### src/rtl/stopwatch_ctrl.sv
// Stopwatch controller: debounced start/lap/clear buttons, run/pause/lap FSM,
// 0.1 s prescaler and a 4-digit BCD count presented live or frozen on lap.
module stopwatch_ctrl #(
    parameter int TICK_DIV        = 10_000_000,
    parameter int DEBOUNCE_CYCLES = 1_000_000
) (
    input  logic       clk_100MHz,
    input  logic       reset,
    input  logic       btn_start,
    input  logic       btn_lap,
    input  logic       btn_clear,
    output logic [3:0] ones,
    output logic [3:0] tens,
    output logic [3:0] hundreds,
    output logic [3:0] thousands,
    output logic       running,
    output logic       lap_active,
    output logic       wrap
);

    localparam int PW = $clog2(TICK_DIV);
    localparam int DW = $clog2(DEBOUNCE_CYCLES + 1);
    localparam logic [PW-1:0] PRESC_MAX = PW'(TICK_DIV - 1);
    localparam logic [DW-1:0] DB_MAX    = DW'(DEBOUNCE_CYCLES - 1);

    typedef enum logic [1:0] {IDLE, RUN, LAP, PAUSE} state_t;

    state_t          state, state_next;
    logic [2:0]      raw;
    logic [2:0]      sync_p0, sync_p1;
    logic [2:0]      level, level_d, press;
    logic [DW-1:0]   db_cnt [3];
    logic [PW-1:0]   presc;
    logic [15:0]     count, count_inc, count_next, lap_reg;
    logic            act_start, act_lap, act_clear;
    logic            counting, tick, lap_capture, do_clear;

    // Decimal increment with carry rippling through all four digits.
    function automatic logic [15:0] bcd_inc(input logic [15:0] v);
        logic [15:0] r;
        logic        carry;
        r     = v;
        carry = 1'b1;
        for (int i = 0; i < 4; i++) begin
            if (carry) begin
                if (r[4*i +: 4] >= 4'd9) begin
                    r[4*i +: 4] = 4'd0;
                end else begin
                    r[4*i +: 4] = r[4*i +: 4] + 4'd1;
                    carry       = 1'b0;
                end
            end
        end
        return r;
    endfunction

    assign raw = {btn_clear, btn_lap, btn_start};

    // Button stage: 2-flop sync, stability counter, registered rising-edge pulse
    always_ff @(posedge clk_100MHz) begin
        if (reset) begin
            sync_p0 <= '0;
            sync_p1 <= '0;
            level   <= '0;
            level_d <= '0;
            press   <= '0;
            for (int i = 0; i < 3; i++) db_cnt[i] <= '0;
        end else begin
            sync_p0 <= raw;
            sync_p1 <= sync_p0;
            level_d <= level;
            press   <= level & ~level_d;
            for (int i = 0; i < 3; i++) begin
                if (sync_p1[i] == level[i]) begin
                    db_cnt[i] <= '0;
                end else if (db_cnt[i] == DB_MAX) begin
                    level[i]  <= sync_p1[i];
                    db_cnt[i] <= '0;
                end else begin
                    db_cnt[i] <= db_cnt[i] + 1'b1;
                end
            end
        end
    end

    // Only the highest-priority press of a cycle survives (start > lap > clear).
    assign act_start = press[0];
    assign act_lap   = press[1] & ~press[0];
    assign act_clear = press[2] & ~press[1] & ~press[0];

    always_ff @(posedge clk_100MHz) begin
        if (reset) state <= IDLE;
        else       state <= state_next;
    end

    always_comb begin
        state_next  = state;
        counting    = 1'b0;
        lap_capture = 1'b0;
        do_clear    = 1'b0;
        case (state)
            IDLE: begin
                if (act_start) state_next = RUN;
            end
            RUN: begin
                counting = 1'b1;
                if (act_start) begin
                    state_next = PAUSE;
                end else if (act_lap) begin
                    state_next  = LAP;
                    lap_capture = 1'b1;
                end
            end
            LAP: begin
                counting = 1'b1;
                if (act_start)    state_next = PAUSE;
                else if (act_lap) state_next = RUN;
            end
            PAUSE: begin
                if (act_start) begin
                    state_next = RUN;
                end else if (act_clear) begin
                    state_next = IDLE;
                    do_clear   = 1'b1;
                end
            end
            default: state_next = IDLE;
        endcase
    end

    assign tick       = counting && (presc == PRESC_MAX);
    assign count_inc  = bcd_inc(count);
    assign count_next = tick ? count_inc : count;

    // Count stage: prescaler, BCD counter, lap capture (sees same-edge increment)
    always_ff @(posedge clk_100MHz) begin
        if (reset) begin
            presc   <= '0;
            count   <= '0;
            lap_reg <= '0;
            wrap    <= 1'b0;
        end else begin
            wrap <= tick && (count == 16'h9999);
            if (do_clear) begin
                presc   <= '0;
                count   <= '0;
                lap_reg <= '0;
            end else begin
                count <= count_next;
                if (counting)           presc <= tick ? '0 : presc + 1'b1;
                else if (state == IDLE) presc <= '0;
                if (lap_capture)        lap_reg <= count_next;
            end
        end
    end

    assign running    = (state == RUN) || (state == LAP);
    assign lap_active = (state == LAP);
    assign {thousands, hundreds, tens, ones} = lap_active ? lap_reg : count;

endmodule

### config.mk
export PLATFORM = sky130hd
export DESIGN_NAME = stopwatch_ctrl
export DESIGN_NICKNAME = d
export VERILOG_FILES = /design/src/rtl/stopwatch_ctrl.sv
export SDC_FILE = /design/constraint.sdc
export NUM_CORES = 1
export LEC_CHECK = 0
export CORE_AREA = 2 2 112 114
export DETAILED_ROUTE_END_ITERATION = 8
export DIE_AREA = 0 0 114 116
export PLACE_DENSITY_LB_ADDON = 0.05
export SLEW_MARGIN = 20
export SYNTH_ARGS = -nofsm -noshare
export SYNTH_HDL_FRONTEND = slang
export SYNTH_SLANG_ARGS = --single-unit
### constraint.sdc
create_clock -name clk_100MHz -period 4.8 [get_ports clk_100MHz]
set_clock_uncertainty 0.05 [all_clocks]
set_input_delay 1.2 -clock clk_100MHz [delete_from_list [all_inputs] [get_ports clk_100MHz]]
set_output_delay 1.2 -clock clk_100MHz [all_outputs]
set_load 0.01 [all_outputs]
==> results.yml, run 1 <==
yosys:
  synth-edff-count: 60
  async_flop_share_pct: 0
  netlist_area_um2: 7070
  yosys_warnings: 0
  synth.avg_cell_area_um2: 9.38
  synth_seq_cells: 134
  ys_seq_area_share_pct: 46.4
  ys_types: 68
  synth_top_flop_cell: "dfxtp_1"
  syn_inst: 754
final_layout:
  fin_area_um2: 8170
  top_regs: "db_cnt x60, presc x24"
  largest_reg_flops: 60
  final_util_pct: 68.6
  stdcell_count: 988
  top_register: "db_cnt"
  final_common_cell: "nor2_1"
  antenna_cells: 0
  syn2layout_area_growth_pct: 15.5
  fin_nets: 855
  final_cell_mix: "103 x nor2_1, 74 x dfxtp_1, 60 x nand2_1, 60 x edfxtp_1, 60 x conb_1"
  drive_above_1_share_pct: 7.13
timing:
  max_slew_margin_pct: 38.7
  rsz0062_at_grt: "false"
  timing.fmax_ghz: 0.257
  post-route-period-util_pct: 81.1
  hold_viol_final: 0
  finalSetupViolCount: 0
  slew_violations: 0
  setup_ws_ns: 0.906
  fin_tns_setup_ns: 0
  tightest_slew_ns: 0.919
  finalCriticalPeriod_ns: 3.89
worst_setup_path:
  rrSetupSlack_ns: 2.17
  required_ns: 3.55
  crit_path_start_kind: "register"
  critPathKind: "register to output port"
  path_max_fanout: 27
  end_kind: "output port"
  arrival_ns: 2.64
placement:
  gp_congestion: 0.906
  dp_hpwl_mm: 10.3
  numPortBuffers: 23
  placed_area_um2: 7590
  dp_slack_ns: 1.32
  place_inst: 956
clock_tree:
  cts.sinks: 134
  cts_max_path_buffers: 2
  holdBufCountCts: 0
  cts_buffers: 17
  post_cts_buffers: 0
  cts-htree-levels: 4
  cts_resized: 0
  cts.clk_slew.worst_paths_ns: 0.06
  insertion_delay_ns: 0.43
  cts_tree: "done"
  cts_root_buffer: "clkbuf_16"
die:
  die_area_um2: 13200
  io_pins: 24
  coreArea_um2: 11900
  fp-row-count: 40
  die_width_um: 114
  initial_utilization_pct: 59.4
  dieHeight_um: 116
power:
  powerDensity_nw_per_um2: 325
  cellLeakagePower_uw: 0.00285
  ir_drop_uv: 208
route:
  drtAntennaViolNets: 0
  drt-total-wl_mm: 14.7
  drc: 0
  drtPass1Iterations: 5
  vias_per_cell: 5.73
  vias: 5658
  avgRoutedWirePerCell_um: 14.9
  drt_iter0_drc: 452
grt:
  grt-ovfl-total: 0
  grt_pass1_wl_mm: 24.5
  antenna_found_initial: 0
  grt_max_degree: 34
  track_usage_pct: 23.4
  grt_pass1_vias: 5148
job:
  max_cap_viol_count: 0
outcome:
  status: "completed"
hold_path:
  hp-class: "register to register"
-- cells by family (layout without fill, tap and decap cells) --
family | after synthesis | count (layout) | synth area share [%]
multiplexers | 16 | 16 | 2.44
AO/OA/AOI/OAI | 110 | 110 | 9.86
flip-flops | 134 | 134 | 46.4
AND/OR/NAND/NOR | 355 | 355 | 26.5
XOR/XNOR | 59 | 59 | 7.31
other | 1 | 60 | 0.0530
adder cells (fa/ha/maj) | 22 | 22 | 3.89
buffers and inverters | 57 | 85 | 3.49
-- power breakdown --
| group | switching (µW) | internal [µW] | total (µW) | leakage [µW] |
|---|---|---|---|---|
| Sequential | 30.8 | 1220 | 1250 | 0.00122 |
| Clock | 509 | 747 | 1260 | 0.000276 |
| Combinational | 93.0 | 57.5 | 150 | 0.00136 |
-- critical path: stages (launching register included) --
cell,delay [ns]
dfxtp_1,0.35
inv_1,0.16
ha_1,0.79
mux2_2,0.43
clkdlybuf4s50_1,0.49
-- final timing paths --
path / cells after the start / to / from
hold reg to reg: 1 / press[0] / level_d[0]
setup reg to reg: 7 / lap_reg[11] / state[1]
hold / removal: 1 / press[0] / level_d[0]
setup / recovery: 4 / tens[3] / state[0]
-- Yosys cell counts, types with 4 or more instances --
master | instances | area [µm²]
nand2b_1 | 4 | 25.0
nand4b_1 | 6 | 52.6
xnor2_1 | 28 | 245
nor3_1 | 18 | 90.1
and4_1 | 5 | 43.8
mux2i_1 | 6 | 60.1
a31oi_1 | 15 | 93.8
or3_1 | 5 | 31.3
nand3_1 | 49 | 245
nand4_1 | 21 | 131
a21oi_1 | 32 | 160
buf_2 | 8 | 40.0
nor2b_1 | 16 | 100
and3_1 | 20 | 125
xor2_1 | 31 | 272
edfxtp_1 | 60 | 1800
and2_1 | 4 | 25.0
clkbuf_1 | 19 | 71.3
nand2_1 | 60 | 225
mux2_2 | 10 | 113
o21ai_0 | 26 | 130
dfxtp_1 | 74 | 1480
a41oi_1 | 5 | 43.8
nand3b_1 | 4 | 30.0
o31a_1 | 4 | 35.0
nor2_1 | 103 | 387
inv_1 | 26 | 97.6
ha_1 | 22 | 275
nor4_1 | 17 | 106
-- per-layer routing --
layer | global-route usage (%) | vias up | wire length [µm]
met1 | 29.0 | 2670 | 6590
met3 | 4.55 | 23 | 572
li1 | - | 2823 | -
met2 | 39.9 | 142 | 7300
met5 | 0 | - | 0
met4 | 10.2 | 0 | 290
-- layout make-up --
type	count	area, µm²
Sequential cell	134	3280
Multi-Input combinational cell	622	3770
Tap cell	147	184
Fill cell	929	3740
Timing Repair Buffer	27	260
Inverter	26	97.6
Clock buffer	19	454
Clock inverter	13	121
-- metrics by stage --
step                      power (µW)  hold WS (ns)
after floorplan                 1380         0.317
after global placement          1410         0.326
after detailed placement        1420         0.330
after CTS                       2670         0.335
after global routing            2740         0.345
final                           2660         0.335
Power figures use the tool's default switching activity.
==> run 2: changes to the inputs <==
Clock period 4.8 ns to 3.69 ns, I/O delays scaled along.
==> run 2 against run 1 <==
  * Setup slack lost 0.55 ns
  * Critical path depth unchanged
  * Critical endpoint unchanged
  * Global-route usage rose by 0.95 points
  * Count of clock-buffer cells in the layout unchanged
==> results.yml, run 2 (synthesized netlist as in run 1, its figures left out) <==
die:
  initial_utilization_pct: 59.4
  die_width_um: 114
  coreArea_um2: 11900
  dieHeight_um: 116
  fp-row-count: 40
  die_area_um2: 13200
  io_pins: 24
final_layout:
  drive_above_1_share_pct: 7.48
  final_cell_mix: "103 x nor2_1, 74 x dfxtp_1, 60 x nand2_1, 60 x edfxtp_1, 60 x conb_1"
  largest_reg_flops: 60
  final_common_cell: "nor2_1"
  antenna_cells: 0
  syn2layout_area_growth_pct: 16.3
  top_regs: "db_cnt x60, presc x24"
  seqCellArea_um2: 3280
  top_register: "db_cnt"
  fin_nets: 856
  fillers: 921
  multi_input_area_um2: 3770
  final_util_pct: 69.0
power:
  ir_drop_uv: 274
  cellLeakagePower_uw: 0.00288
  powerDensity_nw_per_um2: 436
clock_tree:
  cts_resized: 0
  insertion_delay_ns: 0.42
  cts-htree-levels: 4
  post_cts_buffers: 0
  cts.sinks: 134
  cts_max_path_buffers: 2
  cts_root_buffer: "clkbuf_16"
  cts_buffers: 17
  holdBufCountCts: 0
  cts.clk_slew.worst_paths_ns: 0.06
  cts_tree: "done"
route:
  route.met3.wl_um: 505
  drt-total-wl_mm: 14.9
  drc: 0
  drtPass1Iterations: 8
  highest_layer: "met4"
  wl_met1_mm: 6.84
  avgRoutedWirePerCell_um: 15.1
  drtAntennaViolNets: 0
  vias: 5659
  drt_iter0_drc: 407
  vias_per_cell: 5.72
  met2WireLength_mm: 7.23
grt:
  grt_max_degree: 34
  grt_pass1_vias: 5612
  track_usage_pct: 24.3
  antenna_found_initial: 0
  grt-ovfl-total: 0
  grt_pass1_wl_mm: 25.9
worst_setup_path:
  worst-path-buf-inv: 2
  slowest_stage: "ha_2"
  path_max_fanout: 27
  r2r-start: "db_cnt[1][0]"
  crit_path_start_kind: "register"
  end_kind: "output port"
  critPathKind: "register to output port"
  crit_chain: "inv_1 > ha_2 > mux2_2 > clkdlybuf4s50_1"
  critPathLaunch: "state[0]"
  cpPeakStageDelay_ns: 0.54
  rrSetupSlack_ns: 0.96
  required_ns: 2.72
  critPathTopFamily: "buffers and inverters"
  arrival_ns: 2.36
timing:
  hold_slack_ns: 0.337
  post-route-period-util_pct: 90.4
  finalCriticalPeriod_ns: 3.34
  slew_violations: 0
  max_slew_margin_pct: 40.0
  hold_viol_final: 0
  timing.fmax_ghz: 0.300
  fin_tns_setup_ns: 0
  tightest_slew_ns: 0.892
  rsz0062_at_grt: "false"
  finalSetupViolCount: 0
outcome:
  status: "completed"
job:
  max_cap_viol_count: 0
placement:
  dp_hpwl_mm: 10.3
  gp_congestion: 0.902
  numPortBuffers: 23
hold_path:
  hold_start: "level_d[0]"
  hp-class: "register to register"
run 2: final timing paths:
path / endpoint / cells past startpoint
hold reg to reg: press[0] / 1
hold / removal: press[0] / 1
setup reg to reg: db_cnt[1][2] / 6
setup / recovery: tens[3] / 4
run 2: area by class of cell:
cell class | instances | area share (%)
multi-input cells | 622 | 45.9
clock inverters | 13 | 1.90
repair buffers | 28 | 3.26
inverters | 26 | 1.19
clock buffers | 19 | 5.64
flip-flops and latches | 134 | 39.9
well taps | 147 | 2.24
run 2: power breakdown:
group | internal (µW) | total, µW | switching [µW] | leakage (µW)
Combinational | 75.5 | 198 | 122 | 0.00136
Clock | 1070 | 1760 | 684 | 0.000305
Sequential | 1590 | 1630 | 39.7 | 0.00122
Total | 2740 | 3580 | 846 | 0.00288
run 2: stage by stage:
step	worst slack, ns	total power, µW	cell area [µm²]	cells
2_1_floorplan	1.09	1800	7290	813
3_3_place_gp	0.570	1840	7590	957
3_5_place_dp	0.479	1850	7590	957
4_1_cts	0.0155	3600	8220	989
5_1_grt	0.255	3700	8220	989
6_report	0.354	3580	8220	989
run 2: per-layer routing:
| metal | vias up | global-route usage, % |
|---|---|---|
| met3 | 33 | 4.81 |
| met2 | 117 | 40.3 |
| met5 | - | 0 |
| li1 | 2813 | - |
| met4 | 0 | 9.76 |
| met1 | 2696 | 31.6 |
==> run 3: changes to the inputs <==
Settings changed: ABC_AREA set to 1, CORE_AREA 2 2 112 114 to 2 2 118 120, DIE_AREA 0 0 114 116 to 0 0 120 122.
==> run 3 against run 2 <==
  * First-iteration DRC count rose by 27%
  * Via count rose by 20%
  * Sequential share of layout area down 3.3 points
  * Routed wire length increased by 9.3%
  * Die area increased by 11%
  * Global-route usage shrank 0.55 points
  * Synthesized area grew 10%
  * Core utilization decreased by 2.6 points
  * Non-clock buffer count fell by 1
  * Combinational power down 24%
  * Largest cell class unchanged
  * Largest power group unchanged
==> results.yml, run 3 <==
final_layout:
  stdcell_count: 1342
  drive_above_1_share_pct: 6.63
  top_register: "db_cnt"
  antenna_cells: 0
  final_util_pct: 66.4
  final_common_cell: "nand2_1"
  fin_nets: 1176
  syn2layout_area_growth_pct: 15.0
  top_regs: "db_cnt x60, presc x24"
  largest_reg_flops: 60
  final_cell_mix: "245 x nand2_1, 182 x nor2_1, 119 x inv_1"
yosys:
  netlist_area_um2: 7800
  syn_inst: 1070
  synth_common_cells: "245 x nand2_1, 183 x nor2_1, 119 x inv_1"
  async_flop_share_pct: 0
  ys_types: 40
  ys_seq_area_share_pct: 42.1
  synth_area_leaders: "edfxtp_1 23%, dfxtp_1 19%, nand2_1 12%"
  yosysTopAreaCellShare_pct: 23.1
  synth_seq_cells: 134
  post-synth-top-area-cell: "edfxtp_1"
  synth_most_common_cell: "nand2_1"
  synth-edff-count: 60
  synth.avg_cell_area_um2: 7.29
  synth_top_flop_cell: "dfxtp_1"
  yosys_warnings: 0
route:
  drtPass1Iterations: 5
  drtAntennaViolNets: 0
  avgRoutedWirePerCell_um: 12.1
  vias_per_cell: 5.05
  drt_iter0_drc: 516
  drc: 0
  vias: 6781
  drt-total-wl_mm: 16.3
power:
  ir_drop_uv: 323
  cellLeakagePower_uw: 0.00348
  powerDensity_nw_per_um2: 399
clock_tree:
  cts_root_buffer: "clkbuf_16"
  holdBufCountCts: 0
  cts_max_path_buffers: 2
  cts_buffers: 17
  cts-htree-levels: 4
  cts_resized: 0
  cts.clk_slew.worst_paths_ns: 0.06
  post_cts_buffers: 0
  insertion_delay_ns: 0.42
  cts_tree: "done"
  cts.sinks: 134
grt:
  grt_pass1_wl_mm: 28.5
  grt_max_degree: 52
  track_usage_pct: 23.8
  grt-ovfl-total: 0
  grt_pass1_vias: 6334
  antenna_found_initial: 0
worst_setup_path:
  worst-path-buf-inv: 3
  critPathTopFamily: "buffers and inverters"
  crit_chain: "inv_1 > ha_1 > buf_4 > o21ai_0 > clkdlybuf4s50_1"
  arrival_ns: 2.39
  required_ns: 2.72
  end_kind: "output port"
  path_max_fanout: 33
  crit_path_start_kind: "register"
  critPathKind: "register to output port"
  slowest_stage: "clkdlybuf4s50_1"
  cpPeakStageDelay_ns: 0.61
timing:
  slew_violations: 0
  finalSetupViolCount: 0
  post-route-period-util_pct: 91.2
  max_slew_margin_pct: 39.1
  finalCriticalPeriod_ns: 3.37
  fin_tns_setup_ns: 0
  hold_viol_final: 0
  tightest_slew_ns: 0.913
  timing.fmax_ghz: 0.297
  rsz0062_at_grt: "false"
die:
  die_area_um2: 14600
  die_width_um: 120
  coreArea_um2: 13500
  fp-row-count: 43
  dieHeight_um: 122
  io_pins: 24
  initial_utilization_pct: 57.8
placement:
  place_inst: 1310
  gp_congestion: 0.908
  dp_hpwl_mm: 11.3
  numPortBuffers: 23
job:
  max_cap_viol_count: 0
hold_path:
  hp-class: "register to register"
outcome:
  status: "completed"
[run 3: cell count changes after synthesis, moves of 13 or more]
cell	before	now
nand2_1	60	245
inv_1	26	119
nor2_1	103	183
a21oi_1	32	61
nor3_1	18	43
nand3_1	49	73
and3_1	20	1
nor2b_1	16	0
nand2_2	0	15
xnor2_1	28	14
a31oi_1	15	2
[run 3: layout make-up]
| cell class | count | area [µm²] |
|---|---|---|
| Tap cell | 180 | 225 |
| Fill cell | 1227 | 4540 |
| Multi-Input combinational cell | 845 | 4100 |
| Clock inverter | 11 | 143 |
| Sequential cell | 134 | 3280 |
| Clock buffer | 21 | 493 |
| Timing Repair Buffer | 27 | 260 |
| Inverter | 124 | 465 |
[run 3: power by group]
group          switching (µW)  total [µW]  leakage (µW)  internal, µW
clock network             645        1800      0.000309          1160
registers                33.7        1620       0.00122          1590
logic                     105         151       0.00196          46.0
total                     783        3570       0.00348          2790
[run 3: path summary, 6_finish.rpt]
| kind | start | to | slack, ns | cells past startpoint |
|---|---|---|---|---|
| setup / recovery | state[0] | ones[0] | 0.32 | 5 |
| hold reg to reg | level_d[2] | press[2] | 0.34 | 1 |
| hold / removal | level_d[2] | press[2] | 0.34 | 1 |
| setup reg to reg | state[1] | presc[15] | 1.37 | 11 |
[run 3: through the flow]
stage / area [µm²] / hold WS (ns) / setup WS (ns) / power (µW)
after floorplan: 8020 / 0.323 / 1.34 / 1770
after global placement: 8330 / 0.331 / 0.671 / 1800
after detailed placement: 8330 / 0.336 / 0.538 / 1800
after CTS: 8970 / 0.344 / 0.333 / 3610
after global routing: 8970 / 0.358 / 0.206 / 3700
final: 8970 / 0.341 / 0.324 / 3570
[run 3: per-layer routing]
layer | vias to the layer above | GRT usage, % | wire length [µm]
met2 | 121 | 38.7 | 7420
li1 | 3595 | - | -
met3 | 20 | 4.96 | 629
met1 | 3045 | 31.8 | 7990
met4 | 0 | 7.72 | 232
met5 | - | 0 | 0
[run 3: cells by family after synthesis]
group	after synthesis	share of synthesized area, %
AND/OR/NAND/NOR	617	34.7
buffers and inverters	150	8.21
flip-flops	134	42.1
AO/OA/AOI/OAI	110	7.38
XOR/XNOR	36	4.04
adder cells (fa/ha/maj)	22	3.53
other	1	0.0481
